**src/rtl/ccm_linebuf_ctrl_pkg.sv**
```systemverilog
// Shared parameters, FSM encoding and output payload for the CCM line-buffer controller.
package ccm_linebuf_ctrl_pkg;

  localparam int unsigned DATA_W    = 8;
  localparam int unsigned ADDR_W    = 9;
  localparam int unsigned MAX_LEN   = 256;
  localparam int unsigned PARK_ADDR = 256;

  typedef enum logic [1:0] {
    LB_IDLE = 2'd0,
    LB_FILL = 2'd1,
    LB_STRM = 2'd2
  } lb_state_e;

  typedef struct packed {
    logic              valid;
    logic [DATA_W-1:0] cur;
    logic              eol;
    logic              row0;
  } lb_out_t;

  // Row lengths of 0 or beyond the ring size fall back to a full-size ring.
  function automatic logic [ADDR_W-1:0] clamp_len(input logic [ADDR_W-1:0] len);
    if (len == '0 || len > ADDR_W'(MAX_LEN)) begin
      return ADDR_W'(MAX_LEN);
    end
    return len;
  endfunction

endpackage

```
**src/rtl/ccm_linebuf_ctrl_if.sv**
```systemverilog
// Pixel-in, register-array and pair-out signals of the line-buffer controller.
interface ccm_linebuf_ctrl_if;
  import ccm_linebuf_ctrl_pkg::*;

  logic              in_valid;
  logic [DATA_W-1:0] in_data;
  logic [ADDR_W-1:0] wr_ptr;
  logic [ADDR_W-1:0] rd_ptr;
  logic [DATA_W-1:0] wr_data;
  logic [DATA_W-1:0] rd_data;
  logic              out_valid;
  logic [DATA_W-1:0] out_cur;
  logic [DATA_W-1:0] out_prev;
  logic              out_eol;
  logic              out_row0;

  modport master (
    input  in_valid, in_data, rd_data,
    output wr_ptr, rd_ptr, wr_data,
    output out_valid, out_cur, out_prev, out_eol, out_row0
  );

  modport slave (
    output in_valid, in_data, rd_data,
    input  wr_ptr, rd_ptr, wr_data,
    input  out_valid, out_cur, out_prev, out_eol, out_row0
  );

endinterface

```
**src/rtl/ccm_ring_ptr.sv**
```systemverilog
// Ring head/column pointer over entries 0..len-1 with last-column flag.
module ccm_ring_ptr
  import ccm_linebuf_ctrl_pkg::*;
(
  input  logic              clk,
  input  logic              rst_n,
  input  logic              adv_i,
  input  logic              clr_i,
  input  logic [ADDR_W-1:0] len_i,
  output logic [ADDR_W-1:0] head_o,
  output logic              eol_c_o
);

  logic [ADDR_W-1:0] head_q;
  logic [ADDR_W-1:0] head_d;

  // Head doubles as the column index since the ring is exactly one row long.
  assign eol_c_o = (head_q == len_i - ADDR_W'(1));
  assign head_o  = head_q;

  always_comb begin
    head_d = head_q;
    if (clr_i) begin
      head_d = '0;
    end else if (adv_i) begin
      head_d = eol_c_o ? '0 : head_q + ADDR_W'(1);
    end
  end

  always_ff @(posedge clk or negedge rst_n) begin
    if (!rst_n) begin
      head_q <= '0;
    end else begin
      head_q <= head_d;
    end
  end

endmodule

```
**src/rtl/ccm_linebuf_ctrl.sv**
```systemverilog
// One-row delay line controller around the 257-entry CCM register array.
// Optional top zero padding of the first row: define CCM_LB_ZERO_PAD_EN.
module ccm_linebuf_ctrl
  import ccm_linebuf_ctrl_pkg::*;
(
  input  logic              clk,
  input  logic              rst_n,
  input  logic [ADDR_W-1:0] row_len_i,
  input  logic              flush_i,
  ccm_linebuf_ctrl_if.master lb
);

`ifdef CCM_LB_ZERO_PAD_EN
  localparam bit ZeroPadEn = 1'b1;
`else
  localparam bit ZeroPadEn = 1'b0;
`endif

  lb_state_e         state_q, state_d;
  logic [ADDR_W-1:0] len_q, len_d;
  logic [ADDR_W-1:0] fill_q, fill_d;
  lb_out_t           out_q, out_d;
  logic [ADDR_W-1:0] eff_len_c;
  logic [ADDR_W-1:0] head;
  logic              eol_c;
  logic              accept_c;
  logic              pair_valid_c;

  // A pixel coinciding with flush is dropped: parked, not counted.
  assign accept_c  = lb.in_valid & ~flush_i;
  assign eff_len_c = (state_q == LB_IDLE) ? clamp_len(row_len_i) : len_q;

  ccm_ring_ptr u_ring_ptr (
    .clk     (clk),
    .rst_n   (rst_n),
    .adv_i   (accept_c),
    .clr_i   (flush_i),
    .len_i   (eff_len_c),
    .head_o  (head),
    .eol_c_o (eol_c)
  );

  // The array writes every clock, so idle cycles land on the scratch entry.
  assign lb.wr_ptr  = accept_c ? head : ADDR_W'(PARK_ADDR);
  assign lb.rd_ptr  = head;
  assign lb.wr_data = lb.in_data;

  assign pair_valid_c = ZeroPadEn | (state_q == LB_STRM);

  always_comb begin
    state_d = state_q;
    len_d   = len_q;
    fill_d  = fill_q;
    if (flush_i) begin
      state_d = LB_IDLE;
      fill_d  = '0;
    end else if (accept_c) begin
      case (state_q)
        LB_IDLE: begin
          len_d   = eff_len_c;
          fill_d  = ADDR_W'(1);
          state_d = (eff_len_c == ADDR_W'(1)) ? LB_STRM : LB_FILL;
        end
        LB_FILL: begin
          fill_d = fill_q + ADDR_W'(1);
          if (fill_q + ADDR_W'(1) == len_q) begin
            state_d = LB_STRM;
          end
        end
        default: begin
        end
      endcase
    end
  end

  always_comb begin
    out_d = out_q;
    if (flush_i) begin
      out_d.valid = 1'b0;
      out_d.eol   = 1'b0;
      out_d.row0  = 1'b1;
    end else if (accept_c) begin
      out_d.valid = pair_valid_c;
      out_d.cur   = lb.in_data;
      out_d.eol   = pair_valid_c & eol_c;
      out_d.row0  = (state_q != LB_STRM);
    end else begin
      out_d.valid = 1'b0;
      out_d.eol   = 1'b0;
    end
  end

  always_ff @(posedge clk or negedge rst_n) begin
    if (!rst_n) begin
      state_q <= LB_IDLE;
      len_q   <= ADDR_W'(MAX_LEN);
      fill_q  <= '0;
      out_q   <= '{valid: 1'b0, cur: '0, eol: 1'b0, row0: 1'b1};
    end else begin
      state_q <= state_d;
      len_q   <= len_d;
      fill_q  <= fill_d;
      out_q   <= out_d;
    end
  end

  assign lb.out_valid = out_q.valid;
  assign lb.out_cur   = out_q.cur;
  assign lb.out_eol   = out_q.eol;
  assign lb.out_row0  = out_q.row0;
  // First-row pairs see zero above them when padding is enabled.
  assign lb.out_prev  = (ZeroPadEn && out_q.row0) ? '0 : lb.rd_data;

endmodule

```
**src/flat_wrapper.sv**
```systemverilog
// flat-port wrapper written by rule: the top's interface ports become plain ports
module ccm_linebuf_ctrl_flat import ccm_linebuf_ctrl_pkg::*;
  (clk, rst_n, row_len_i, flush_i, lb_in_valid, lb_in_data, lb_rd_data, lb_wr_ptr, lb_rd_ptr, lb_wr_data, lb_out_valid, lb_out_cur, lb_out_prev, lb_out_eol, lb_out_row0);
  ccm_linebuf_ctrl_if lb_i ();
  input  logic clk;
  input  logic rst_n;
  input  logic [ADDR_W-1:0] row_len_i;
  input  logic flush_i;
  input wire logic [$bits(lb_i.in_valid)-1:0] lb_in_valid;
  input wire logic [$bits(lb_i.in_data)-1:0] lb_in_data;
  input wire logic [$bits(lb_i.rd_data)-1:0] lb_rd_data;
  output wire logic [$bits(lb_i.wr_ptr)-1:0] lb_wr_ptr;
  output wire logic [$bits(lb_i.rd_ptr)-1:0] lb_rd_ptr;
  output wire logic [$bits(lb_i.wr_data)-1:0] lb_wr_data;
  output wire logic [$bits(lb_i.out_valid)-1:0] lb_out_valid;
  output wire logic [$bits(lb_i.out_cur)-1:0] lb_out_cur;
  output wire logic [$bits(lb_i.out_prev)-1:0] lb_out_prev;
  output wire logic [$bits(lb_i.out_eol)-1:0] lb_out_eol;
  output wire logic [$bits(lb_i.out_row0)-1:0] lb_out_row0;
  assign lb_i.in_valid = lb_in_valid;
  assign lb_i.in_data = lb_in_data;
  assign lb_i.rd_data = lb_rd_data;
  assign lb_wr_ptr = lb_i.wr_ptr;
  assign lb_rd_ptr = lb_i.rd_ptr;
  assign lb_wr_data = lb_i.wr_data;
  assign lb_out_valid = lb_i.out_valid;
  assign lb_out_cur = lb_i.out_cur;
  assign lb_out_prev = lb_i.out_prev;
  assign lb_out_eol = lb_i.out_eol;
  assign lb_out_row0 = lb_i.out_row0;
  ccm_linebuf_ctrl u_core (.clk(clk), .rst_n(rst_n), .row_len_i(row_len_i), .flush_i(flush_i), .lb(lb_i));
endmodule
```
**config.mk**
```make
export PLATFORM = sky130hd
export DESIGN_NAME = ccm_linebuf_ctrl_flat
export DESIGN_NICKNAME = d
export VERILOG_FILES = /design/src/rtl/ccm_linebuf_ctrl_pkg.sv /design/src/rtl/ccm_linebuf_ctrl_if.sv /design/src/rtl/ccm_ring_ptr.sv /design/src/rtl/ccm_linebuf_ctrl.sv /design/src/flat_wrapper.sv
export SDC_FILE = /design/constraint.sdc
export NUM_CORES = 1
export LEC_CHECK = 0
export ABC_AREA = 1
export BUFFER_PORTS_ARGS = -buffer_cell sky130_fd_sc_hd__buf_4
export CAP_MARGIN = 15
export CORE_ASPECT_RATIO = 1.25
export CORE_MARGIN = 5
export CORE_UTILIZATION = 45
export CTS_CLUSTER_DIAMETER = 50
export DETAILED_ROUTE_END_ITERATION = 6
export HOLD_SLACK_MARGIN = 0.15
export PLACE_DENSITY = 0.68
export SLEW_MARGIN = 10
export SYNTH_ARGS = -nofsm -noshare
export SYNTH_HDL_FRONTEND = slang
export SYNTH_SLANG_ARGS = --single-unit
```
**constraint.sdc**
```tcl
create_clock -name clk -period 2.7 [get_ports clk]
set_input_delay 0.135 -clock clk [delete_from_list [all_inputs] [get_ports clk]]
set_output_delay 0.135 -clock clk [all_outputs]
set_load 0.02 [all_outputs]
```
# Word level (Yosys, flattened, before mapping)
# Index checks and enable logic that the tools add are counted.
# W data, S select, Z words.
# totals
reg_bits	40
input_bits	29
elab_cells	52
# op_classes
n_addsub	3
n_lt_le_gt_ge	1
n_eq_ne	7
muxes	21
n_bitwise	3
reduce_logical	9
# ops
op	n
$mux W9	9
$add A9 B1 Y9 const B	2
$eq A9 B9 Y1	2
$pmux W9 S2	1
$mux W2	5
$eq A9 B1 Y1 const B	1
$gt A9 B9 Y1 const B	1
$logic_not A9 Y1	1
$sub A9 B1 Y9 const B	1
$reduce_and A3 Y1	2
$mux W1	5
$pmux W2 S2	1
$reduce_and A2 Y1	2
$ne A3 B2 Y1 const B	1
$reduce_bool A3 Y1	1
$and A1 B1 Y1	2
$eq A2 B1 Y1 const B	1
$eq A2 B2 Y1 const B	1
$logic_not A2 Y1	1
$ne A2 B2 Y1 const B	1
$reduce_bool A2 Y1	1
$logic_or A1 B1 Y1	1
$not A1 Y1	1

# Logic depth before layout (Yosys ltp)
# Gate-level depths: netlist (run 1).
# logic_depth
word_depth	10
depth_mapped	19
ltp_nobuf	19

# Modules after synthesis
# A second synthesis (run 1) with hierarchy kept.
# hier_totals
hier_cells	439
area_unflattened_um2	2924.1
# by_module_without_submodules
mod	instances	cells_each	area_per_inst_um2
ccm_linebuf_ctrl	1	291	2033.2
ccm_ring_ptr	1	148	890.9

# Worst setup path after synthesis (run 1)
# OpenSTA, ideal clock, no wires.
# synth_path
path_kind	input -> register
start	in row_len_i[3]
end	reg u_core.u_ring_ptr.head_q[7], in the netlist u_core.u_ring_ptr.head_o[7]
setup_ps	117
arrival_time_ps	2225
t_required_ps	2583
slack_ps	358
stages	18
path_cell_list	nor4_1 > nand2_1 > ha_1 > inv_1 > nand2_1 > nor2_1 > nor2_2 > ha_1 > xor2_1 > o21ai_1 > nor2_1 > nand2_1 > nor2_1 > nand2_1 > nor2_4 > nand2_8 > nand2_2 > nand2_1
# synth_between
elab_chain_cells	10
# synth_lines
element	line_no	text
from (decl)	flat_wrapper.sv:7	input logic [ADDR_W-1:0] row_len_i;
$gt A9 B9 Y1 or $logic_not A9 Y1 (tied branches)	ccm_linebuf_ctrl_pkg.sv:24	if (len == '0 || len > ADDR_W'(MAX_LEN)) begin
$logic_or A1 B1 Y1	ccm_linebuf_ctrl_pkg.sv:24	
$mux W1	ccm_linebuf_ctrl_pkg.sv:24	
$mux W9 (*)	ccm_linebuf_ctrl_pkg.sv:27	return len;
$mux W9 (*)	ccm_linebuf_ctrl.sv:31	assign eff_len_c = (state_q == LB_IDLE) ? clamp_len(row_len_i) : len_q;
$sub A9 B1 Y9 (*)	ccm_ring_ptr.sv:18	assign eol_c_o = (head_q == len_i - ADDR_W'(1));
$eq A9 B9 Y1 (*)	ccm_ring_ptr.sv:18	
$mux W9 (*)	ccm_ring_ptr.sv:26	head_d = eol_c_o ? '0 : head_q + ADDR_W'(1);
$mux W9 (*)	ccm_ring_ptr.sv:25	end else if (adv_i) begin
$mux W9 (*)	ccm_ring_ptr.sv:23	if (clr_i) begin
to (signal assigned)	ccm_ring_ptr.sv:32	head_q <= '0;
to (signal assigned)	ccm_ring_ptr.sv:34	head_q <= head_d;
to (decl)	ccm_ring_ptr.sv:14	logic [ADDR_W-1:0] head_q;
# Every way passes the cells marked *; elsewhere a longest branch is shown, timed or not. The select of a mux whose other input is x is not followed.
# A chain may end at the register's enable or synchronous reset.

# Worst setup path in the final report (run 1)
# layout_path
start	reg u_core.state_q[1]
end	reg u_core.u_ring_ptr.head_q[2], in the netlist u_core.u_ring_ptr.head_o[2]
# layout_between
elab_chain_cells	7
# layout_lines
element	line_no	text
from (decl)	ccm_linebuf_ctrl.sv:19	lb_state_e state_q, state_d;
from (signal assigned)	ccm_linebuf_ctrl.sv:100	state_q <= state_d;
$logic_not A2 Y1	ccm_linebuf_ctrl.sv:31	
$mux W9	ccm_linebuf_ctrl.sv:31	
$sub A9 B1 Y9	ccm_ring_ptr.sv:18	
$eq A9 B9 Y1	ccm_ring_ptr.sv:18	
$mux W9	ccm_ring_ptr.sv:26	
$mux W9	ccm_ring_ptr.sv:25	
$mux W9	ccm_ring_ptr.sv:23	
# Every way passes these cells. The select of a mux whose other input is x is not followed.

==> results.cfg, run 1 <==
[yosys]
synthArstFlopShare = 1.00
ys_types = 30
synthTopCellsByArea = dfrtp_1 (33%), nand2_1 (18%), inv_1 (5.8%)
synth_area_um2 = 2910
syn_nets = 460
yosysSeqAreaShare = 0.345
synth_ff_type = dfrtp_1
syn_inst = 426
synth-seq-cells = 40
synth_edf_count = 0
yosysWarningCount = 0
yosysTopAreaCell = dfrtp_1
syn_avg_cell_area_um2 = 6.82
synth_top_area_frac = 0.327

[cts]
root_buffer = clkbuf_8
insertion_delay_ps = 300
numCtsBuffers = 5
post_cts_buffers = 0
cts.sinks = 40
h-tree-depth = 2
cts_buffer_depth = 2
cts_tree = built
clk_pin_slew_ps = 90

[timing]
drv_slew = 0
clock.fmax_ghz = 0.421
layout_worst_path_cycle_share = 0.880
maxSlewHeadroom = 0.565
min_period_ps = 2380
hold_viol = 0
skew_ps = 5.47
worst_slack_ps = 323
setup_viol = 0
finalSetupTns_ps = 0
grt_setup_unrepaired = no
worstMarginPinSlew_ps = 650

[placed_design]
routabilityCongestion = 0.825
post-place-ws_ps = 61.8
port_buffers = 57
hpwlAfterDp_mm = 5.49

[power]
ir_drop_mv = 0.395
internal_power_uw = 1420
pwr-share-comb = 0.488
leakagePower_uw = 0.00181
p_switching_uw = 1140
swShare = 0.445
total_power_uw = 2550
seq_power_share = 0.311
pwr-share-clk = 0.200
power_density_nw_per_um2 = 716

[global_route]
grt_pass1_vias = 2744
antenna_found_initial = 0
grt_pass1_wl_mm = 12.6
grt_usage = 0.193
overflow = 0
grt_max_degree = 41

[route]
drt-initial-drc-count = 125
detail_route.wl_per_cell_um = 12.8
firstDrtPassIters = 4
vias = 2817
wirelength_mm = 7.32
drtAntennaViolNets = 0
drc = 0
via_per_inst = 4.92

[run_status]
status = finished, final reports clean

[worst_setup_path]
critPathKind = reg -> reg
end_kind = register
critPathRequiredTime_ps = 2890
worstPathCellList = inv_2, nand2_2, nor2_1, nor2_2, ha_1, nand3_1, nor2_2, nand3_1, nand3_1, nand3_2, nor2_4, nand2_8, nand2_2, nand2_1
cp_max_fo = 11
start_kind = register
cp.arrival_ps = 2570
crit_top_cell = nand3_1
slowest_delay_ps = 460
slowest_stage = dfrtp_1
r2r_slack_ps = 320

[layout]
area_delta_synth_final_pct = 22.7
layout-drive-gt1-share = 0.234
fill_cells = 609
final_common_cell = nand2_1
nets = 520
antennaDiodeCount = 0
mostFrequentLayoutCells = nand2_1 (141), buf_4 (62), inv_1 (45)

[floorplanning]
coreArea_um2 = 6250
num_rows = 32
initial_utilization = 0.465
die_y_um = 99.9
die_area_um2 = 8180
die_w_um = 81.9
io_pins = 74

[job]
max-cap-violations = 0

[hold_path]
hold_path.class = in -> reg
-- power groups by stage --
stage	logic, uW	clock network [uW]	registers [uW]
after floorplan	991	0	802
after global placement	1200	0	806
after detailed placement	1230	0	808
after CTS	1250	524	796
after global routing	1420	553	807
final	1250	512	796
-- per-stage QoR --
step / area (um^2) / hold WS, ps / util / cells
after floorplan: 2910 / -161 / - / 426
after global routing: 3570 / 182 / 0.571 / 572
after CTS: 3570 / 155 / 0.571 / 572
final: 3570 / 164 / 0.571 / 572
after global placement: 3320 / 151 / 0.532 / 551
after detailed placement: 3320 / 155 / 0.532 / 551
-- cell families after synthesis --
family | share of synthesized area
and+or+nand+nor | 0.415
buffers and inverters | 0.120
DFF | 0.345
AOI/OAI and AO/OA | 0.0740
xor gates and xnor gates | 0.0241
adders and majority gates | 0.0215
-- synthesized netlist by cell type (2+ instances only) --
cell type and count:
a21oi_1 4, buf_4 16, buf_6 2, clkbuf_1 4
dfrtp_1 38, dfstp_2 2, ha_1 5, inv_1 45
inv_2 5, nand2_1 141, nand2_2 15, nand2_4 2
nand2_8 2, nand3_1 33, nand3_2 5, nand4_1 5
nor2_1 44, nor2_2 6, nor2_4 3, nor3_1 5
nor4_1 2, o21ai_0 17, o21ai_2 4, o22ai_1 9
xnor2_1 2, xor2_1 6
-- critical path, delay by kind of cell, from the launching register on --
kind                     cells  cell delay (ps)
AND/OR/NAND/NOR             12             1520
flip-flops                   1              460
adder cells (fa/ha/maj)      1              230
buffers and inverters        1               80
-- routing by layer --
| layer | vias up | global-route usage | share of wire |
|---|---|---|---|
| met4 | 0 | 0.0563 | 0.015 |
| met3 | 7 | 0.0359 | 0.047 |
| met1 | 1293 | 0.249 | 0.45 |
| met2 | 69 | 0.324 | 0.49 |
| li1 | 1448 | - | - |
| met5 | - | 0 | 0 |
-- flip-flops by register name, indices dropped and copies added (netlist names) --
register,cells
u_core.lb.out_eol,1
u_core.lb.out_valid,1
u_core.fill_q,9
u_core.lb.out_row0,1
u_core.u_ring_ptr.head_o,9
u_core.state_q,2
u_core.lb.out_cur,8
u_core.len_q,9
-- worst paths after layout --
path                                       from                     endpoint  depth (start not counted)
setup / recovery              u_core.state_q[1]  u_core.u_ring_ptr.head_o[2]                         14
max in group asynchronous                 rst_n           u_core.lb.out_row0                          2
hold / removal                     row_len_i[8]              u_core.len_q[2]                          4
min in group asynchronous                 rst_n             u_core.fill_q[8]                          2
hold reg to reg            u_core.lb.out_cur[4]         u_core.lb.out_cur[4]                          2
setup reg to reg              u_core.state_q[1]  u_core.u_ring_ptr.head_o[2]                         14
-- what timing repair did --
action                    4_1_cts  5_1_grt
hold endpoints to repair       49        0
gates resized for setup         0        0
hold buffers                   13        0
-- cell type report --
cell class / count / area (um^2) / share of cell area
multi-input combinational: 313 / 1550 / 0.436
tap: 85 / 106 / 0.0298
clock buffer: 5 / 68.8 / 0.0193
clock inverter: 3 / 46.3 / 0.0130
timing repair buffer: 75 / 596 / 0.167
sequential: 40 / 1000 / 0.281
inverter: 51 / 191 / 0.0537
No activity file was read; power rests on OpenSTA's default activity.
==> run 2, diff against run 1 <==
--- a/config.mk
+++ b/config.mk
@@ -14,6 +14,7 @@
 export CTS_CLUSTER_DIAMETER = 50
 export DETAILED_ROUTE_END_ITERATION = 6
 export HOLD_SLACK_MARGIN = 0.15
+export MAX_ROUTING_LAYER = met4
 export PLACE_DENSITY = 0.68
 export SLEW_MARGIN = 10
 export SYNTH_ARGS = -nofsm -noshare
==> constraint.sdc (replaced) <==
create_clock -name clk -period 2.4 [get_ports clk]
set_input_delay 0.12 -clock clk [delete_from_list [all_inputs] [get_ports clk]]
set_output_delay 0.12 -clock clk [all_outputs]
set_load 0.02 [all_outputs]
==> run 2 against run 1 <==
  * Critical path depth is 5 higher
  * Largest power group unchanged
  * Clock skew about the same
  * Worst hold slack better by 9.9 ps
  * Die area unchanged
  * Largest cell class unchanged
  * Flip-flop and latch count is the same
  * Sequential share of layout area is 1.2 points lower
  * Wire length up 5.5%
==> results.cfg, run 2 (synthesis gave the netlist of run 1 again) <==
[layout]
final_cell_count_no_fill = 582
antennaDiodeCount = 0
final_cell_area_um2 = 3740
final_core_util = 0.598
final_common_cell = nand2_1
layout-drive-gt1-share = 0.270
nets = 530
mostFrequentLayoutCells = nand2_1 (141), buf_4 (72), inv_1 (44)
area_delta_synth_final_pct = 28.6

[worst_setup_path]
critPathTopFamily = simple AND/OR/NAND/NOR gates
start_kind = input port
slowest_delay_ps = 290
slowest_stage = ha_4
crit_top_cell = nand2_1
r2r_cells = 15
r2r_slack_ps = 200
r2r_end = u_core.u_ring_ptr.head_o[4]
rr_startpoint = u_core.state_q[1]
path_buf_inv = 3
critPathKind = in -> reg
cp.arrival_ps = 2420
worstPathCellList = buf_4, nor4_4, nand2_1, ha_4, inv_2, nand2_1, nor2_4, nor2_4, ha_4, nand3_2, buf_4, nand3_1, nand3_1, nor2_1, nand2_1, nor2_4, nand2_4, nand2_2, nand2_1
end_kind = register
cp_max_fo = 5
critPathRequiredTime_ps = 2600

[route]
firstDrtPassIters = 4
via_per_inst = 4.93
drtAntennaViolNets = 0
drt-initial-drc-count = 162
drc = 0
wirelength_mm = 7.72
vias = 2871
detail_route.wl_per_cell_um = 13.3

[hold_path]
hold-path-endpoint = u_core.state_q[1]
hold_path.class = in -> reg
min_delay_path_depth = 4
hold_start = flush_i

[timing]
clock.fmax_ghz = 0.451
worstMarginPinSlew_ps = 665
finalSetupTns_ps = 0
drv_slew = 0
min_period_ps = 2220
maxSlewHeadroom = 0.555
setup_viol = 0
hold_viol = 0
layout_worst_path_cycle_share = 0.925
skew_ps = 5.46

[floorplanning]
initial_utilization = 0.465
num_rows = 32
die_area_um2 = 8180
die_w_um = 81.9
coreArea_um2 = 6250
die_y_um = 99.9
io_pins = 74

[cts]
numCtsBuffers = 5
insertion_delay_ps = 300
clk_pin_slew_ps = 80
cts.sinks = 40
cts_buffer_depth = 2
h-tree-depth = 2
root_buffer = clkbuf_8
cts_tree = built

[placed_design]
port_buffers = 57
dp.cells = 560
hpwlAfterDp_mm = 5.57
routabilityCongestion = 0.850
placed_area_um2 = 3390

[global_route]
overflow = 0
grt_pass1_vias = 2781
grt_max_degree = 41
grt_pass1_wl_mm = 12.6
grt_usage = 0.199
antenna_found_initial = 0

[power]
leakagePower_uw = 0.00189
total_power_uw = 3090
ir_drop_mv = 0.468
power_density_nw_per_um2 = 827

[run_status]
status = finished, final reports clean

[job]
max-cap-violations = 0
## run 2: worst max-delay path by stage
stage / startpoint / endpoint / slack [ps] / cells after the start
2_1_floorplan: row_len_i[3] / u_core.u_ring_ptr.head_o[7] / 70 / 18
3_3_place_gp: row_len_i[3] / u_core.u_ring_ptr.head_o[5] / -60 / 19
3_5_place_dp: row_len_i[2] / u_core.u_ring_ptr.head_o[7] / -130 / 19
4_1_cts: u_core.state_q[1] / u_core.u_ring_ptr.head_o[7] / 100 / 13
5_1_grt: row_len_i[2] / u_core.u_ring_ptr.head_o[2] / -30 / 19
6_report: row_len_i[2] / u_core.u_ring_ptr.head_o[4] / 180 / 19
## run 2: worst min-delay path, delay by kind of cell
family / cells / cell delay [ps]
buf+inv: 2 / 170
simple gates: 2 / 140
## run 2: repair_timing
| action | in CTS | in global routing |
|---|---|---|
| gates resized for setup | 0 | 17 |
| hold buffers | 12 | 0 |
| endpoints found under the setup margin | 0 | 10 |
| hold endpoints to repair | 48 | 0 |
| setup buffers | 0 | 1 |
## run 2: per-layer routing
layer  up-vias  share of wire  global-route usage
li1       1464              -                   -
met1      1334           0.45               0.255
met2        62           0.50               0.321
met3        11          0.037              0.0368
met4         0          0.013              0.0550
met5         -              0                   -
## run 2: layout make-up
class / count / area (um^2)
Clock buffer: 6 / 82.6
Clock inverter: 2 / 38.8
Fill cell: 580 / 2510
Inverter: 51 / 194
Multi-Input combinational cell: 314 / 1650
Sequential cell: 40 / 1010
Tap cell: 85 / 106
Timing Repair Buffer: 84 / 661
## run 2: stage by stage
step                      hold slack (ps)  setup WS [ps]
after floorplan                      -176           73.5
after detailed placement              138           -133
after CTS                             163            104
after global routing                  189          -32.6
after global placement                136          -62.6
final                                 174            181
## run 2: report_power, final
part           switching [uW]  internal, uW
Combinational             983           604
Clock                     262           340
Sequential                120           782
Total                    1360          1730
